File: src/rtl/wb_arbiter_if.sv
// Bundle of the ALU/MDU result handshakes, hazard-check ports and register-file write port
// used by the write-back arbiter.
interface wb_arbiter_if;
    localparam int unsigned ADDR_W = 5;
    localparam int unsigned DATA_W = 32;

    logic              alu_valid;
    logic              alu_ready;
    logic [ADDR_W-1:0] alu_rw_addr;
    logic [DATA_W-1:0] alu_rw_data;
    logic              mdu_valid;
    logic              mdu_ready;
    logic [ADDR_W-1:0] mdu_rw_addr;
    logic [DATA_W-1:0] mdu_rw_data;
    logic [ADDR_W-1:0] chk_rs_addr;
    logic [ADDR_W-1:0] chk_rt_addr;
    logic              chk_rs_pending;
    logic              chk_rt_pending;
    logic              wb_uses_rw;
    logic [ADDR_W-1:0] wb_rw_addr;
    logic [DATA_W-1:0] wb_rw_data;

    modport slave (
        input  alu_valid, alu_rw_addr, alu_rw_data,
        input  mdu_valid, mdu_rw_addr, mdu_rw_data,
        input  chk_rs_addr, chk_rt_addr,
        output alu_ready, mdu_ready,
        output chk_rs_pending, chk_rt_pending,
        output wb_uses_rw, wb_rw_addr, wb_rw_data
    );

    modport master (
        output alu_valid, alu_rw_addr, alu_rw_data,
        output mdu_valid, mdu_rw_addr, mdu_rw_data,
        output chk_rs_addr, chk_rt_addr,
        input  alu_ready, mdu_ready,
        input  chk_rs_pending, chk_rt_pending,
        input  wb_uses_rw, wb_rw_addr, wb_rw_data
    );
endinterface

File: src/rtl/wb_arbiter.sv
// Write-back arbiter: ALU results go straight to the register file, MDU results are buffered
// in a small FIFO and drained when the ALU is idle or has starved the FIFO too long.
module wb_arbiter #(
    parameter int unsigned FIFO_DEPTH   = 4,
    parameter int unsigned STARVE_LIMIT = 4
) (
    input logic         clk,
    input logic         rst_n,
    wb_arbiter_if.slave bus
);
    localparam int unsigned ADDR_W = 5;
    localparam int unsigned DATA_W = 32;
    localparam int unsigned CNT_W  = $clog2(FIFO_DEPTH + 1);
    localparam int unsigned PTR_W  = (FIFO_DEPTH > 1) ? $clog2(FIFO_DEPTH) : 1;
    localparam int unsigned STV_W  = $clog2(STARVE_LIMIT + 1);

    typedef struct packed {
        logic [ADDR_W-1:0] addr;
        logic [DATA_W-1:0] data;
    } entry_t;

    entry_t              mem [FIFO_DEPTH];
    logic [FIFO_DEPTH-1:0] slot_vld;
    logic [PTR_W-1:0]    head;
    logic [PTR_W-1:0]    tail;
    logic [CNT_W-1:0]    count;
    logic [STV_W-1:0]    starve_cnt;
    logic                wb_uses_q;
    logic [ADDR_W-1:0]   wb_addr_q;
    logic [DATA_W-1:0]   wb_data_q;

    logic   alu_ready_c;
    logic   mdu_ready_c;
    logic   alu_fire;
    logic   push;
    logic   pop;
    entry_t head_ent;
    logic   rs_hit;
    logic   rt_hit;

    function automatic logic [PTR_W-1:0] ptr_inc(input logic [PTR_W-1:0] p);
        return (p == PTR_W'(FIFO_DEPTH - 1)) ? '0 : p + PTR_W'(1);
    endfunction

    assign alu_ready_c = (starve_cnt < STV_W'(STARVE_LIMIT));
    assign mdu_ready_c = (count < CNT_W'(FIFO_DEPTH));
    assign alu_fire    = bus.alu_valid & alu_ready_c;
    assign push        = bus.mdu_valid & mdu_ready_c & (bus.mdu_rw_addr != '0);
    assign pop         = ~alu_fire & (count != '0);
    assign head_ent    = mem[head];

    assign bus.alu_ready  = alu_ready_c;
    assign bus.mdu_ready  = mdu_ready_c;
    assign bus.wb_uses_rw = wb_uses_q;
    assign bus.wb_rw_addr = wb_addr_q;
    assign bus.wb_rw_data = wb_data_q;

    // Hazard lookup over every live FIFO slot plus the write currently on the port.
    always_comb begin
        rs_hit = wb_uses_q && (wb_addr_q == bus.chk_rs_addr);
        rt_hit = wb_uses_q && (wb_addr_q == bus.chk_rt_addr);
        for (int i = 0; i < int'(FIFO_DEPTH); i++) begin
            if (slot_vld[i] && (mem[i].addr == bus.chk_rs_addr)) rs_hit = 1'b1;
            if (slot_vld[i] && (mem[i].addr == bus.chk_rt_addr)) rt_hit = 1'b1;
        end
    end

    assign bus.chk_rs_pending = (bus.chk_rs_addr != '0) & rs_hit;
    assign bus.chk_rt_pending = (bus.chk_rt_addr != '0) & rt_hit;

    always_ff @(posedge clk) begin
        if (push) mem[tail] <= entry_t'({bus.mdu_rw_addr, bus.mdu_rw_data});
    end

    always_ff @(posedge clk or negedge rst_n) begin
        if (!rst_n) begin
            head       <= '0;
            tail       <= '0;
            count      <= '0;
            slot_vld   <= '0;
            starve_cnt <= '0;
            wb_uses_q  <= 1'b0;
            wb_addr_q  <= '0;
            wb_data_q  <= '0;
        end else begin
            if (push) begin
                slot_vld[tail] <= 1'b1;
                tail           <= ptr_inc(tail);
            end
            if (pop) begin
                slot_vld[head] <= 1'b0;
                head           <= ptr_inc(head);
            end
            count <= count + CNT_W'(push) - CNT_W'(pop);

            // Starvation only accrues while MDU results are actually waiting.
            if (pop || (count == '0)) starve_cnt <= '0;
            else if (alu_fire)        starve_cnt <= starve_cnt + STV_W'(1);

            if (alu_fire) begin
                wb_uses_q <= (bus.alu_rw_addr != '0);
                wb_addr_q <= bus.alu_rw_addr;
                wb_data_q <= bus.alu_rw_data;
            end else if (pop) begin
                wb_uses_q <= (head_ent.addr != '0);
                wb_addr_q <= head_ent.addr;
                wb_data_q <= head_ent.data;
            end else begin
                wb_uses_q <= 1'b0;
            end
        end
    end
endmodule

File: src/flat_wrapper.sv
// flat-port wrapper written by rule: the top's interface ports become plain ports
module wb_arbiter_flat 
#(
    parameter int unsigned FIFO_DEPTH   = 4,
    parameter int unsigned STARVE_LIMIT = 4
)
  (clk, rst_n, bus_alu_valid, bus_alu_rw_addr, bus_alu_rw_data, bus_mdu_valid, bus_mdu_rw_addr, bus_mdu_rw_data, bus_chk_rs_addr, bus_chk_rt_addr, bus_alu_ready, bus_mdu_ready, bus_chk_rs_pending, bus_chk_rt_pending, bus_wb_uses_rw, bus_wb_rw_addr, bus_wb_rw_data);
  wb_arbiter_if bus_i ();
  input logic clk;
  input logic rst_n;
  input wire logic [$bits(bus_i.alu_valid)-1:0] bus_alu_valid;
  input wire logic [$bits(bus_i.alu_rw_addr)-1:0] bus_alu_rw_addr;
  input wire logic [$bits(bus_i.alu_rw_data)-1:0] bus_alu_rw_data;
  input wire logic [$bits(bus_i.mdu_valid)-1:0] bus_mdu_valid;
  input wire logic [$bits(bus_i.mdu_rw_addr)-1:0] bus_mdu_rw_addr;
  input wire logic [$bits(bus_i.mdu_rw_data)-1:0] bus_mdu_rw_data;
  input wire logic [$bits(bus_i.chk_rs_addr)-1:0] bus_chk_rs_addr;
  input wire logic [$bits(bus_i.chk_rt_addr)-1:0] bus_chk_rt_addr;
  output wire logic [$bits(bus_i.alu_ready)-1:0] bus_alu_ready;
  output wire logic [$bits(bus_i.mdu_ready)-1:0] bus_mdu_ready;
  output wire logic [$bits(bus_i.chk_rs_pending)-1:0] bus_chk_rs_pending;
  output wire logic [$bits(bus_i.chk_rt_pending)-1:0] bus_chk_rt_pending;
  output wire logic [$bits(bus_i.wb_uses_rw)-1:0] bus_wb_uses_rw;
  output wire logic [$bits(bus_i.wb_rw_addr)-1:0] bus_wb_rw_addr;
  output wire logic [$bits(bus_i.wb_rw_data)-1:0] bus_wb_rw_data;
  assign bus_i.alu_valid = bus_alu_valid;
  assign bus_i.alu_rw_addr = bus_alu_rw_addr;
  assign bus_i.alu_rw_data = bus_alu_rw_data;
  assign bus_i.mdu_valid = bus_mdu_valid;
  assign bus_i.mdu_rw_addr = bus_mdu_rw_addr;
  assign bus_i.mdu_rw_data = bus_mdu_rw_data;
  assign bus_i.chk_rs_addr = bus_chk_rs_addr;
  assign bus_i.chk_rt_addr = bus_chk_rt_addr;
  assign bus_alu_ready = bus_i.alu_ready;
  assign bus_mdu_ready = bus_i.mdu_ready;
  assign bus_chk_rs_pending = bus_i.chk_rs_pending;
  assign bus_chk_rt_pending = bus_i.chk_rt_pending;
  assign bus_wb_uses_rw = bus_i.wb_uses_rw;
  assign bus_wb_rw_addr = bus_i.wb_rw_addr;
  assign bus_wb_rw_data = bus_i.wb_rw_data;
  wb_arbiter #(.FIFO_DEPTH(FIFO_DEPTH), .STARVE_LIMIT(STARVE_LIMIT)) u_core (.clk(clk), .rst_n(rst_n), .bus(bus_i));
endmodule
File: config.mk
export PLATFORM = sky130hd
export DESIGN_NAME = wb_arbiter_flat
export DESIGN_NICKNAME = d
export VERILOG_FILES = /design/src/rtl/wb_arbiter_if.sv /design/src/rtl/wb_arbiter.sv /design/src/flat_wrapper.sv
export SDC_FILE = /design/constraint.sdc
export NUM_CORES = 1
export LEC_CHECK = 0
export ABC_AREA = 1
export ABC_CLOCK_PERIOD_IN_PS = 3450
export CAP_MARGIN = 20
export CORE_MARGIN = 2
export CORE_UTILIZATION = 54
export CTS_CLUSTER_SIZE = 25
export DETAILED_ROUTE_END_ITERATION = 6
export PLACE_DENSITY = 0.83
export SKIP_CTS_REPAIR_TIMING = 1
export SLEW_MARGIN = 15
export SYNTH_ARGS = -nofsm -noshare
export SYNTH_HDL_FRONTEND = slang
export SYNTH_SLANG_ARGS = --single-unit
File: constraint.sdc
create_clock -name clk -period 3.45 [get_ports clk]
set_input_delay 0.345 -clock clk [delete_from_list [all_inputs] [get_ports clk]]
set_output_delay 0.345 -clock clk [all_outputs]
set_load 0.005 [all_outputs]
=== Word level (Yosys, flattened, before mapping) ===
Memories as Yosys holds them, arrays and structs flattened.
Index checks and enable logic that the tools add are counted.

* $add $sub $neg: 5
* Magnitude comparators: 6
* Equal/unequal tests: 12
* Multiplexer cells: 26
* Bitwise gates (word level): 10
* Reduce and logical (&&, ||, !) cells: 22

{| class="wikitable"
|+ Operators by type and width
! kind !! number
|-
| two-way mux 32 bit || 2
|-
| == test 5 bit || 10
|-
| nonzero test 5 bit || 5
|-
| two-way mux 1 bit || 14
|-
| logical AND 1 bit || 12
|-
| two-way mux 5 bit || 2
|-
| two-way mux 4 bit || 2
|-
| AND 1 bit || 6
|-
| less-than comparator 2 x 3 -> 1 bit (second input constant) || 2
|-
| less-than comparator 3 bit (second input constant) || 2
|-
| two-way mux 3 bit || 2
|-
| adder 2 x 1 -> 2 bit (second input constant) || 2
|-
| AND 4 bit || 1
|-
| demux 1 bit (select 2 bit) || 2
|-
| == test 2 bit (second input constant) || 2
|-
| greater-or-equal comparator 2 x 1 -> 1 bit (second input constant) || 2
|-
| two-way mux 2 bit || 2
|-
| NOT 4 bit || 1
|-
| bitwise OR 4 bit || 1
|-
| nonzero test 2 bit || 2
|-
| adder 3 x 1 -> 3 bit || 1
|-
| adder 3 x 1 -> 3 bit (second input constant) || 1
|-
| logical NOT 3 bit || 1
|-
| nonzero test 3 bit || 1
|-
| other kinds (3) || 3
|}

* Register bits after elaboration: 52
* Memory bits (writable): 148
* Input port bits: 88
* Output and inout bits: 42
* Logic and storage cells: 90
* Memories: 1

{| class="wikitable"
|+ Memories
! name !! depth !! bits a word !! rd ports !! clocked after Yosys merged registers in !! wr ports !! RTL line !! text
|-
| u_core.mem || 4 || 37 || 5 || 0 || 1 || wb_arbiter.sv:22 || <nowiki>entry_t mem [FIFO_DEPTH];</nowiki>
|}

=== Logic depth before layout (Yosys ltp) ===
Gate-level depths: netlist of run 1.

* Depth in word-level cells: 8
* Mapped depth: 10
* Mapped depth without buffers: 10

=== Worst setup path before layout of run 1 ===
No wires, ideal clock.

* Path kind: reg2reg
* From: register u_core.tail[0]
* To: memory u_core.mem[2][0] in the netlist's numbering, enable pin
* Setup time: 0.433 ns
* Arrival time: 2.252 ns
* Required time: 3.017 ns
* Slack: 0.765 ns
* Cell stages (with the launch flop): 5
* Buffers on the path: 0
* Clock period less this slack: 2.685 ns
* Path through: dfrtp_1 > inv_1 > ha_1 > inv_1 > nor2_1

{| class="wikitable"
|+ RTL lines
! element !! RTL line !! text
|-
| start: declaration || wb_arbiter.sv:25 || <nowiki>logic [PTR_W-1:0] tail;</nowiki>
|-
| start signal: assignment || wb_arbiter.sv:88 || <nowiki>tail <= ptr_inc(tail);</nowiki>
|-
| end: declaration || wb_arbiter.sv:22 ||
|}

No word-level cell before the write port.

=== Final worst setup path of run 1 ===
* From: input bus_chk_rt_addr[1]
* To: output bus_chk_rt_pending

* Longest elaborated chain between the ends: 7
* Elaborated cells on any way between the ends: 16
* Classes of those cells: 5 x eq/ne; 4 x mux; 1 x bitwise; 6 x reduce/logical

{| class="wikitable"
|+ RTL lines
! element !! RTL line !! text
|-
| start: declaration || flat_wrapper.sv:18 || <nowiki>input wire logic [$bits(bus_i.chk_rt_addr)-1:0] bus_chk_rt_addr;</nowiki>
|-
| == test 5 bit, on equally long branches || wb_arbiter.sv:61, wb_arbiter.sv:64 ||
|-
| logical AND 1 bit, on equally long branches || wb_arbiter.sv:61, wb_arbiter.sv:64 ||
|-
| two-way mux 1 bit (4 in a row) || wb_arbiter.sv:64 || <nowiki>if (slot_vld[i] && (mem[i].addr == bus.chk_rt_addr)) rt_hit = 1'b1;</nowiki>
|-
| AND 1 bit (*) || wb_arbiter.sv:69 || <nowiki>assign bus.chk_rt_pending = (bus.chk_rt_addr != '0) & rt_hit;</nowiki>
|-
| end: declaration || flat_wrapper.sv:22 || <nowiki>output wire logic [$bits(bus_i.chk_rt_pending)-1:0] bus_chk_rt_pending;</nowiki>
|}

Every way passes the cells marked *; elsewhere a longest branch is shown, timed or not.

==> results of run 1 <==
==> cells in the mapped netlist, drive strengths merged, types with 3 or more instances <==
cell	instances	area share [%]
o21ai	188	11
nor3	3	0.17
nor2	180	7.6
buf	36	2.2
a21oi	7	0.44
nand2	164	7.0
nand3	23	1.4
dfrtp	52	15
clkbuf	5	0.21
o21a	5	0.42
ha	11	1.6
o221ai	5	0.49
edfxtp	148	50
inv	54	2.3
==> layer usage <==
metal  vias up  GRT usage, %
met3        35          5.04
met1      3278          32.2
met2       274          42.9
met4         2          8.94
li1       3230             -
met5         -             0
==> worst max-delay path by stage <==
stage	startpoint	end	slack, ps
floorplan	u_core.tail[0]	u_core.mem[2][0]	770
global placement	bus_chk_rs_addr[1]	bus_chk_rs_pending	860
detailed placement	bus_mdu_rw_addr[3]	u_core.count[2]	850
CTS	bus_chk_rs_addr[1]	bus_chk_rs_pending	860
global route	bus_chk_rs_addr[1]	bus_chk_rs_pending	750
finish	bus_chk_rt_addr[1]	bus_chk_rt_pending	860
==> state kept, by name, summed over array words and instances (netlist names) <==
register,cells
u_core.bus.wb_rw_data,32
u_core.head,2
u_core.starve_cnt,3
u_core.mem,148
u_core.bus.wb_rw_addr,5
u_core.bus.wb_uses_rw,1
u_core.tail,2
u_core.count,3
u_core.slot_vld,4
==> cell families after synthesis <==
group | count (synthesis)
AOI/OAI and AO/OA | 205
xor gates and xnor gates | 4
DFF | 200
and+or+nand+nor | 371
buffers and inverters | 95
adders and majority gates | 12
==> worst reg2reg max path: stages, from the launching register on <==
cell     delay [ps]
dfrtp_1         410
nor2_1          170
nand2_1          90
nand2_1         200
inv_2           160
ha_1            310
inv_1            60
ha_1            140
inv_1            50
fa_1            410
xnor2_1         200
==> power by group <==
part	switching (mW)	total [mW]	internal, mW
Combinational	1.65	2.83	1.18
Sequential	0.280	3.41	3.13
Clock	0.865	1.94	1.07
==> layout make-up <==
cell class / count / area share (%)
clock buffers: 18 / 3.92
clock inverters: 14 / 1.35
inverters: 54 / 1.85
multi-input cells: 592 / 24.8
flip-flops and latches: 200 / 52.5
well taps: 216 / 2.47
repair buffers: 141 / 13.1
==> placed cells by master, fill, tap and decap left out, types with 2 or more instances in the layout <==
cell	netlist	routed
nor2_1	180	176
bufinv_16	0	2
o221ai_1	5	5
xor2_1	2	2
clkinv_1	0	2
dfrtp_1	52	51
nand3_1	22	22
nor3_1	3	3
inv_1	43	43
clkdlybuf4s50_1	0	128
nor2_4	0	4
inv_6	0	4
nand2_1	163	163
buf_12	0	4
buf_4	5	7
xnor2_1	2	2
o21ai_0	49	49
clkinvlp_4	0	3
inv_2	11	11
clkinv_4	0	2
edfxtp_1	148	148
ha_1	11	11
a21oi_1	6	6
clkbuf_16	0	17
o21a_1	5	5
o21ai_1	139	139
==> out/metrics.csv, run 1 <==
stage,metric,value,unit
timing,period_minus_slack,2590,ps
detailed_routing,dr.first_iter.drc_count,624,
final_layout,seq_area,5750,um^2
die,initial_core_util,55.5,%
detailed_routing,route.vias.total,6819,
logic_synthesis,synth-seq-cells,200,
die,die_w,132,um
logic_synthesis,synthMuxAreaShare,0,%
critical_path,critPathRequiredTime,3110,ps
status,status,completed,
critical_path,crit_family,buffers and inverters,
critical_path,cp_cell_sequence,"clkdlybuf4s50_1, inv_1, nand2_1, nand2_1, nor2_1, nand3_1, nand3_1, nor2_1, nor2_1, clkdlybuf4s50_1",
grt,antenna_found_initial,1,
detailed_routing,wl_met1,9.00,mm
critical_path,regToRegStartpoint,u_core.count[1],
detailed_routing,drc,0,
final_layout,instances_no_fill,1235,
final_layout,multiInputGateArea,2720,um^2
grt,grt_pass1_wl,34.1,mm
final_layout,nNetsFinal,1106,
hold_path,hold_path.class,input pin to async pin,
logic_synthesis,synthAdderAreaFrac,1.78,%
logic_synthesis,ys.flop_type,edfxtp_1,
timing,hold_slack,428,ps
critical_path,crit_buf_inv,3,
timing,max_freq,0.386,GHz
clocking,clock_path_buffers,2,
placed_design,postPlaceCellArea,10400,um^2
critical_path,cpPeakStageDelay,650,ps
clocking,clock-root-buffer,clkbuf_16,
detailed_routing,highest_layer,met5,
grt,grt_max_degree,83,
critical_path,timing.rr.end,u_core.count[2],
pwr,pwr_density_cell,747,nW/um^2
detailed_routing,drt.antenna.violating_nets,0,
grt,overflow,0,
logic_synthesis,synth-xor-area-share,0.396,%
timing,setup_tns,0,ps
die,core_region_area,15900,um^2
clocking,htreeDepth,4,
critical_path,rrSetupSlack,1160,ps
critical_path,path_common_cell,nor2_1,
detailed_routing,viasPerCell,5.52,
final_layout,antenna_cells,0,
logic_synthesis,synth_warnings,0,
timing,final_hold_viol_count,0,
placed_design,placed_cells,1202,
detailed_routing,met3_length,1.37,mm
logic_synthesis,synthArstFlopShare,26.0,%
timing,rsz0062_at_grt,false,
final_layout,layout-drive-gt1-share,5.89,%
timing,worst_pin_slew,875,ps
clocking,clkTransAtPathRegs,70,ps
timing,layout_setup_ws,858,ps
pwr,p_leak,4.21,nW
final_layout,area_growth,23.6,%
logic_synthesis,syn-num-nets,987,
placed_design,pre_cts_ws,854,ps
critical_path,critical_path_depth,10,
critical_path,crit_type,input pin to primary output,
logic_synthesis,synth_edf_count,148,
clocking,worst_skew_pair.late_latency,440,ps
die,chipHeight,132,um
timing,clock_skew,7.83,ps
placed_design,dp_hpwl,13.9,mm
timing,setup_viol_count_final,0,
detailed_routing,wl_per_cell,17.5,um
logic_synthesis,syn_avg_cell_area,9.98,um^2
detailed_routing,met2_length,10.8,mm
detailed_routing,drt_pass1_iterations,5,
timing,period_share,75.1,%
logic_synthesis,yosysUniqueCellTypes,25,
logic_synthesis,synth_top_family_by_area,simple AND/OR/NAND/NOR gates,
final_layout,utilization,68.6,%
grt,grt_pass1_vias,6576,
timing,maxSlewHeadroom,41.7,%
critical_path,crit_arrival,2250,ps
timing,slew_violations,0,
pwr,power,8.17,mW
critical_path,crit_fanout,8,
placed_design,io_buffers,129,
placed_design,gp_congestion,1.01,
die,num_rows,46,
logic_synthesis,synth_seq_area_share,64.9,%
logic_synthesis,syn_area,8850,um^2
logic_synthesis,synth_compound_area_share,12.0,%
critical_path,slowest_stage,clkdlybuf4s50_1,
logic_synthesis,syn-instance-count,887,
grt,grtUsageTotal,25.2,%
final_layout,fillCellCount,1190,
logic_synthesis,yosys.area_share.simple,16.2,%
clocking,cts.sinks,200,
die,die_area,17400,um^2
critical_path,worstSetupStartpointType,input pin,
detailed_routing,routed_wl,21.6,mm
clocking,numCtsBuffers,17,
die,io_pins,130,
critical_path,ff2ff_path_depth,10,
critical_path,crit_path_end_kind,primary output,
final_layout,final_area,10900,um^2
clocking,cts_tree,yes,
pwr,ir_worst_vdd,510,uV
flow_run,cap_violations,0,
Note: power is estimated with default switching activity, not from simulation.
==> run 2: changes to the inputs <==
Settings changed: ABC_CLOCK_PERIOD_IN_PS 3450 to 2550.
Clock period 3.45 ns to 2.55 ns, I/O delays scaled along.
==> out/metrics.csv, run 2 (synthesized netlist as in run 1, its figures left out) <==
stage,metric,value,unit,change
status,status,completed,,
detailed_routing,wl_per_cell,17.4,um,-0.58%
placed_design,dp_hpwl,14.4,mm,+4.0%
timing,hold_slack,322,ps,-106 ps
timing,setup_viol_count_final,0,,unchanged
pwr,ir_worst_vdd,633,uV,+24%
detailed_routing,dr.first_iter.drc_count,788,,+26%
grt,antenna_found_initial,0,,-1
clocking,cts_tree,yes,,
final_layout,final_cell_mix,"nor2_1, nand2_1, edfxtp_1, o21ai_1, clkdlybuf4s50_1",,
die,die_area,17400,um^2,unchanged
clocking,numCtsBuffers,17,,unchanged
timing,period_minus_slack,2470,ps,
detailed_routing,drt.antenna.violating_nets,0,,unchanged
timing,rsz0062_at_grt,false,,
clocking,htreeDepth,4,,unchanged
critical_path,critPathRequiredTime,2300,ps,-810 ps
grt,grt_pass1_wl,33.8,mm,-0.73%
final_layout,largest_reg_flops,148,,unchanged
die,num_rows,46,,unchanged
grt,grt_max_degree,83,,unchanged
final_layout,final_area,11100,um^2,+1.1%
flow_run,cap_violations,0,,unchanged
timing,period_share,96.8,%,
detailed_routing,route.vias.total,6799,,-0.29%
grt,grtUsageTotal,25.1,%,-0.050 points
final_layout,nNetsFinal,1118,,+1.1%
placed_design,gp_congestion,0.928,,-8.3%
critical_path,crit_arrival,2210,ps,-40 ps
critical_path,crit_fanout,8,,unchanged
pwr,p_leak,4.25,nW,+1.1%
die,die_w,132,um,unchanged
clocking,worst_skew_pair.late_latency,420,ps,-20 ps
grt,overflow,0,,unchanged
final_layout,instances_no_fill,1247,,+0.97%
final_layout,layout-drive-gt1-share,6.98,%,+1.1 points
final_layout,antenna_cells,0,,unchanged
die,core_region_area,15900,um^2,unchanged
hold_path,hold_path.class,input pin to async pin,,
final_layout,top_register,u_core.mem,,
detailed_routing,drc,0,,unchanged
timing,slew_violations,0,,unchanged
final_layout,utilization,69.4,%,+0.72 points
clocking,clock-root-buffer,clkbuf_16,,
die,io_pins,130,,unchanged
timing,maxSlewHeadroom,55.7,%,+14 points
critical_path,rrSetupSlack,300,ps,-860 ps
placed_design,postPlaceCellArea,10500,um^2,+1.2%
placed_design,io_buffers,129,,unchanged
pwr,power,11.1,mW,+36%
placed_design,placed_cells,1214,,+1.0%
timing,max_freq,0.405,GHz,
final_layout,area_growth,24.9,%,
detailed_routing,drt_pass1_iterations,7,,+2
die,initial_core_util,55.5,%,unchanged
critical_path,crit_type,input pin to primary output,,
clocking,cts.sinks,200,,unchanged
clocking,clock_path_buffers,2,,unchanged
timing,final_hold_viol_count,0,,unchanged
detailed_routing,routed_wl,21.7,mm,+0.38%
clocking,clkTransAtPathRegs,70,ps,about the same
critical_path,crit_path_end_kind,primary output,,
pwr,pwr_density_cell,1000,nW/um^2,+34%
die,chipHeight,132,um,unchanged
final_layout,final_common_cell,nor2_1,,
critical_path,worstSetupStartpointType,input pin,,
timing,worst_pin_slew,663,ps,-212 ps
grt,grt_pass1_vias,6457,,-1.8%
timing,clock_skew,8.80,ps,+0.976 ps
detailed_routing,viasPerCell,5.45,,-1.3%
run 2: cell count changes in the layout (fill, tap and decap cells not counted), sizes merged:
| cell | change |
|---|---|
| inv | -4 |
| clkbuf | +1 |
| buf | +12 |
| clkinv | -1 |
| clkinvlp | +4 |
run 2: path summary, 6_finish.rpt:
| kind | cells after the start | start | endpoint |
|---|---|---|---|
| min in group clk | 1 | bus_mdu_rw_data[12] | u_core.mem[3][12] |
| hold / removal | 2 | rst_n | u_core.bus.wb_rw_data[4] |
| max in group asynchronous | 3 | rst_n | u_core.bus.wb_rw_data[27] |
| setup / recovery | 10 | bus_chk_rt_addr[1] | bus_chk_rt_pending |
| setup reg to reg | 10 | u_core.count[1] | u_core.count[2] |
| hold reg to reg | 1 | u_core.starve_cnt[0] | u_core.starve_cnt[0] |
run 2: final cells by class:
| type | count | area [um^2] |
|---|---|---|
| Clock inverter | 13 | 131 |
| Sequential cell | 200 | 5750 |
| Timing Repair Buffer | 153 | 1560 |
| Inverter | 54 | 203 |
| Fill cell | 1156 | 4880 |
| Clock buffer | 19 | 433 |
| Tap cell | 216 | 270 |
| Multi-Input combinational cell | 592 | 2720 |
run 2: through the flow:
step	TNS, ps	setup slack, ps
after floorplan	-14850	-135
after global placement	0	128
after detailed placement	0	146
after CTS	0	141
after global routing	0	7.94
final	0	81.9
run 2: metal layers:
layer | vias to the layer above | global-route usage [%] | routed length (um)
met2 | 312 | 41.8 | 10800
met1 | 3195 | 33.5 | 8970
met4 | 0 | 8.21 | 399
li1 | 3261 | - | -
met5 | - | 0 | 0
met3 | 31 | 4.92 | 1540
run 2: worst max-delay path, stage by stage:
cell	delay, ps
clkdlybuf4s50_1	680
inv_1	160
nand2_1	80
nand2_1	50
nor2_1	180
nand3_1	90
nand3_1	80
nor2_1	40
nor2_1	80
clkdlybuf4s50_1	510
run 2: report_power, final:
| group | total [mW] | leakage [nW] | internal (mW) | switching [mW] |
|---|---|---|---|---|
| Clock | 2.54 | 0.254 | 1.43 | 1.11 |
| Sequential | 4.62 | 1.95 | 4.23 | 0.386 |
| Combinational | 3.93 | 2.04 | 1.65 | 2.28 |
==> RTL change: new RTL, config.mk and constraints of run 2 <==
Make the reset (`rst_n`) synchronous in one clocked block.
--- a/src/rtl/wb_arbiter.sv
+++ b/src/rtl/wb_arbiter.sv
@@ -74,3 +74,3 @@
 
-    always_ff @(posedge clk or negedge rst_n) begin
+    always_ff @(posedge clk) begin
         if (!rst_n) begin
Check against the original RTL: differs if rst_n is asserted again (counterexample within 4 cycles, from zero or initial values and one cycle with rst_n low); with rst_n held inactive, the same outputs for 4 cycles.
==> RTL change against run 2 <==
Cell count increased by 4.8%. Synthesized area rose by 2.5%. Worst setup slack improved by 9.4 ps. Wire length up 2.7%. Sequential cell count is 2 higher. Power decreased by 7.7%. Design area up 2.3%. Via count increased by 4.6%.
==> RTL change: results (changes against run 2) <==
[logic_synthesis]
synth_common_cells = nand2_1, edfxtp_1, nor2_1
syn-num-nets = 1039  ; +5.3%
async_reset_ff_share_pct = 0  ; -26 points
syn_inst = 939  ; +5.9%
ys_seq_area_share_pct = 60.9  ; -4.0 points
synthTopCellsByArea = edfxtp_1, dfxtp_1, nand2_1
synth-edff-count = 148  ; unchanged
yosysUniqueCellTypes = 32  ; +28%

[detailed_routing]
vias = 7115  ; +4.6%
wirelength_mm = 22.3  ; +2.7%
drt-initial-drc-count = 748  ; -5.1%
first_pass_iters = 5  ; -2
via_per_inst = 5.44  ; -0.16%

[critical_path]
reg2reg_from = u_core.count[1]
slowest_delay_ps = 520  ; -160 ps
critPathSlowestCell = clkdlybuf4s50_1
cp_top_family = buffers and inverters
ff2ff_setup_slack_ps = 450  ; +150 ps
cp_max_fo = 4  ; -4
startpoint = u_core.mem[1][34]
ff2ff_path_depth = 10  ; unchanged
rr_endpoint = u_core.count[2]

[cells_and_area]
drive_gt1_share_pct = 13.1  ; +6.1 points
fin_nets = 1173  ; +4.9%
antenna_cells = 0  ; unchanged
top_register = u_core.mem
largest_register_ffs = 148  ; unchanged

[hold_path]
hold_class = in2reg
worstHoldPathCells = 3
hold-path-endpoint = u_core.count[0]
hold_start = rst_n

[grt]
grt_pass1_vias = 6767  ; +4.8%
grt_max_degree = 79  ; -4.8%
grt_pass1_wl_mm = 34.8  ; +2.9%
track_usage_pct = 24.8  ; -0.29 points
antenna_found_initial = 0  ; unchanged

[place]
portBuffers = 129  ; unchanged
place_hpwl_mm = 14.6  ; +1.3%
numPlacedInstances = 1266  ; +4.3%
finalWeightedCongestion = 0.949  ; +2.3%
pre_cts_ws_ps = 176  ; +29.8 ps

[timing]
relSlewSlack_pct = 48.9  ; -6.8 points
finalCriticalPeriod_ps = 2460  ; -9.37 ps
fin_skew_ps = 13.5  ; +4.69 ps
slew_violations = 0  ; unchanged

[pwr]
leakage_nw = 4.49  ; +5.5%
irDropWorstVdd_mv = 0.598  ; -5.5%

[clock_network]
clk_latency_ps = 490  ; +70 ps
numCtsBuffers = 21  ; +4
cts_root_buf = clkbuf_16
cts.path.max_buffers = 3  ; +1
ctsHtreeMaxLevel = 1  ; -3

[run_status]
status = complete, no violations

-- RTL change: cell count changes in the layout (fill, tap and decap cells not counted), moves of 25 or more --
cell            run 2  this run
dfxtp_1             0        53
o21ai_1           139        48
a21oi_2             1        26
o22ai_1             0        35
nor2_1            176       112
nand2_1           163       207
dfrtp_1            51         0
-- RTL change: worst reg2reg max path, cell delays in order, from the launching register on --
cell,delay [ps]
dfxtp_1,350
nor2_4,170
nand2_4,90
nand2_2,120
inv_2,50
ha_1,260
inv_1,40
ha_1,210
fa_1,410
nor3_1,190
nor3_1,70
-- RTL change: cells by family (layout without fill, tap and decap cells) --
family / Yosys count / count (layout) / synth area share (%)
AND/OR/NAND/NOR: 373 / 373 / 16.7
flip-flops: 202 / 202 / 60.9
AO/OA/AOI/OAI: 210 / 210 / 13.4
XOR/XNOR: 6 / 6 / 0.579
buffers and inverters: 136 / 284 / 6.77
adder cells (fa/ha/maj): 12 / 12 / 1.74
-- RTL change: area by class of cell --
type | instances | area, um^2
clock inverters | 9 | 100
inverters | 91 | 345
well taps | 220 | 275
fillers | 1247 | 5210
flip-flops and latches | 202 | 5530
repair buffers | 156 | 1540
multi-input cells | 601 | 2970
clock buffers | 28 | 562
-- RTL change: report_power, final --
group          internal (mW)  total, mW  switching, mW
Clock                   1.75       2.92           1.17
Sequential              4.05       4.31          0.266
Combinational           1.21       3.00           1.79
Total                   7.01       10.2           3.22
-- RTL change: how the worst max path moves through the flow --
| stage | to | cells after the start |
|---|---|---|
| 3_3_place_gp | bus_chk_rt_pending | 10 |
| 5_1_grt | bus_chk_rt_pending | 9 |
| 4_1_cts | bus_chk_rt_pending | 9 |
| 3_5_place_dp | bus_chk_rt_pending | 10 |
| 2_1_floorplan | u_core.mem[3][0] | 3 |
| 6_report | bus_chk_rt_pending | 8 |
-- RTL change: metal layers --
layer | global-route usage, % | vias up | share of wire, %
li1 | - | 3427 | -
met1 | 34.2 | 3353 | 43
met3 | 3.16 | 41 | 7.2
met5 | 0 | - | 0
met4 | 7.62 | 0 | 2.2
met2 | 41.6 | 294 | 48
-- RTL change: metrics by stage --
step	cell area [um^2]	setup TNS, ps	utilization, %	total power [mW]	hold slack (ps)
after floorplan	9070	-13440	-	6.23	354
after global routing	11300	0	68.5	10.8	308
after global placement	10600	0	64.3	7.27	409
after detailed placement	10600	0	64.3	7.35	420
final	11300	0	68.5	10.2	271
after CTS	11300	0	68.3	10.3	263
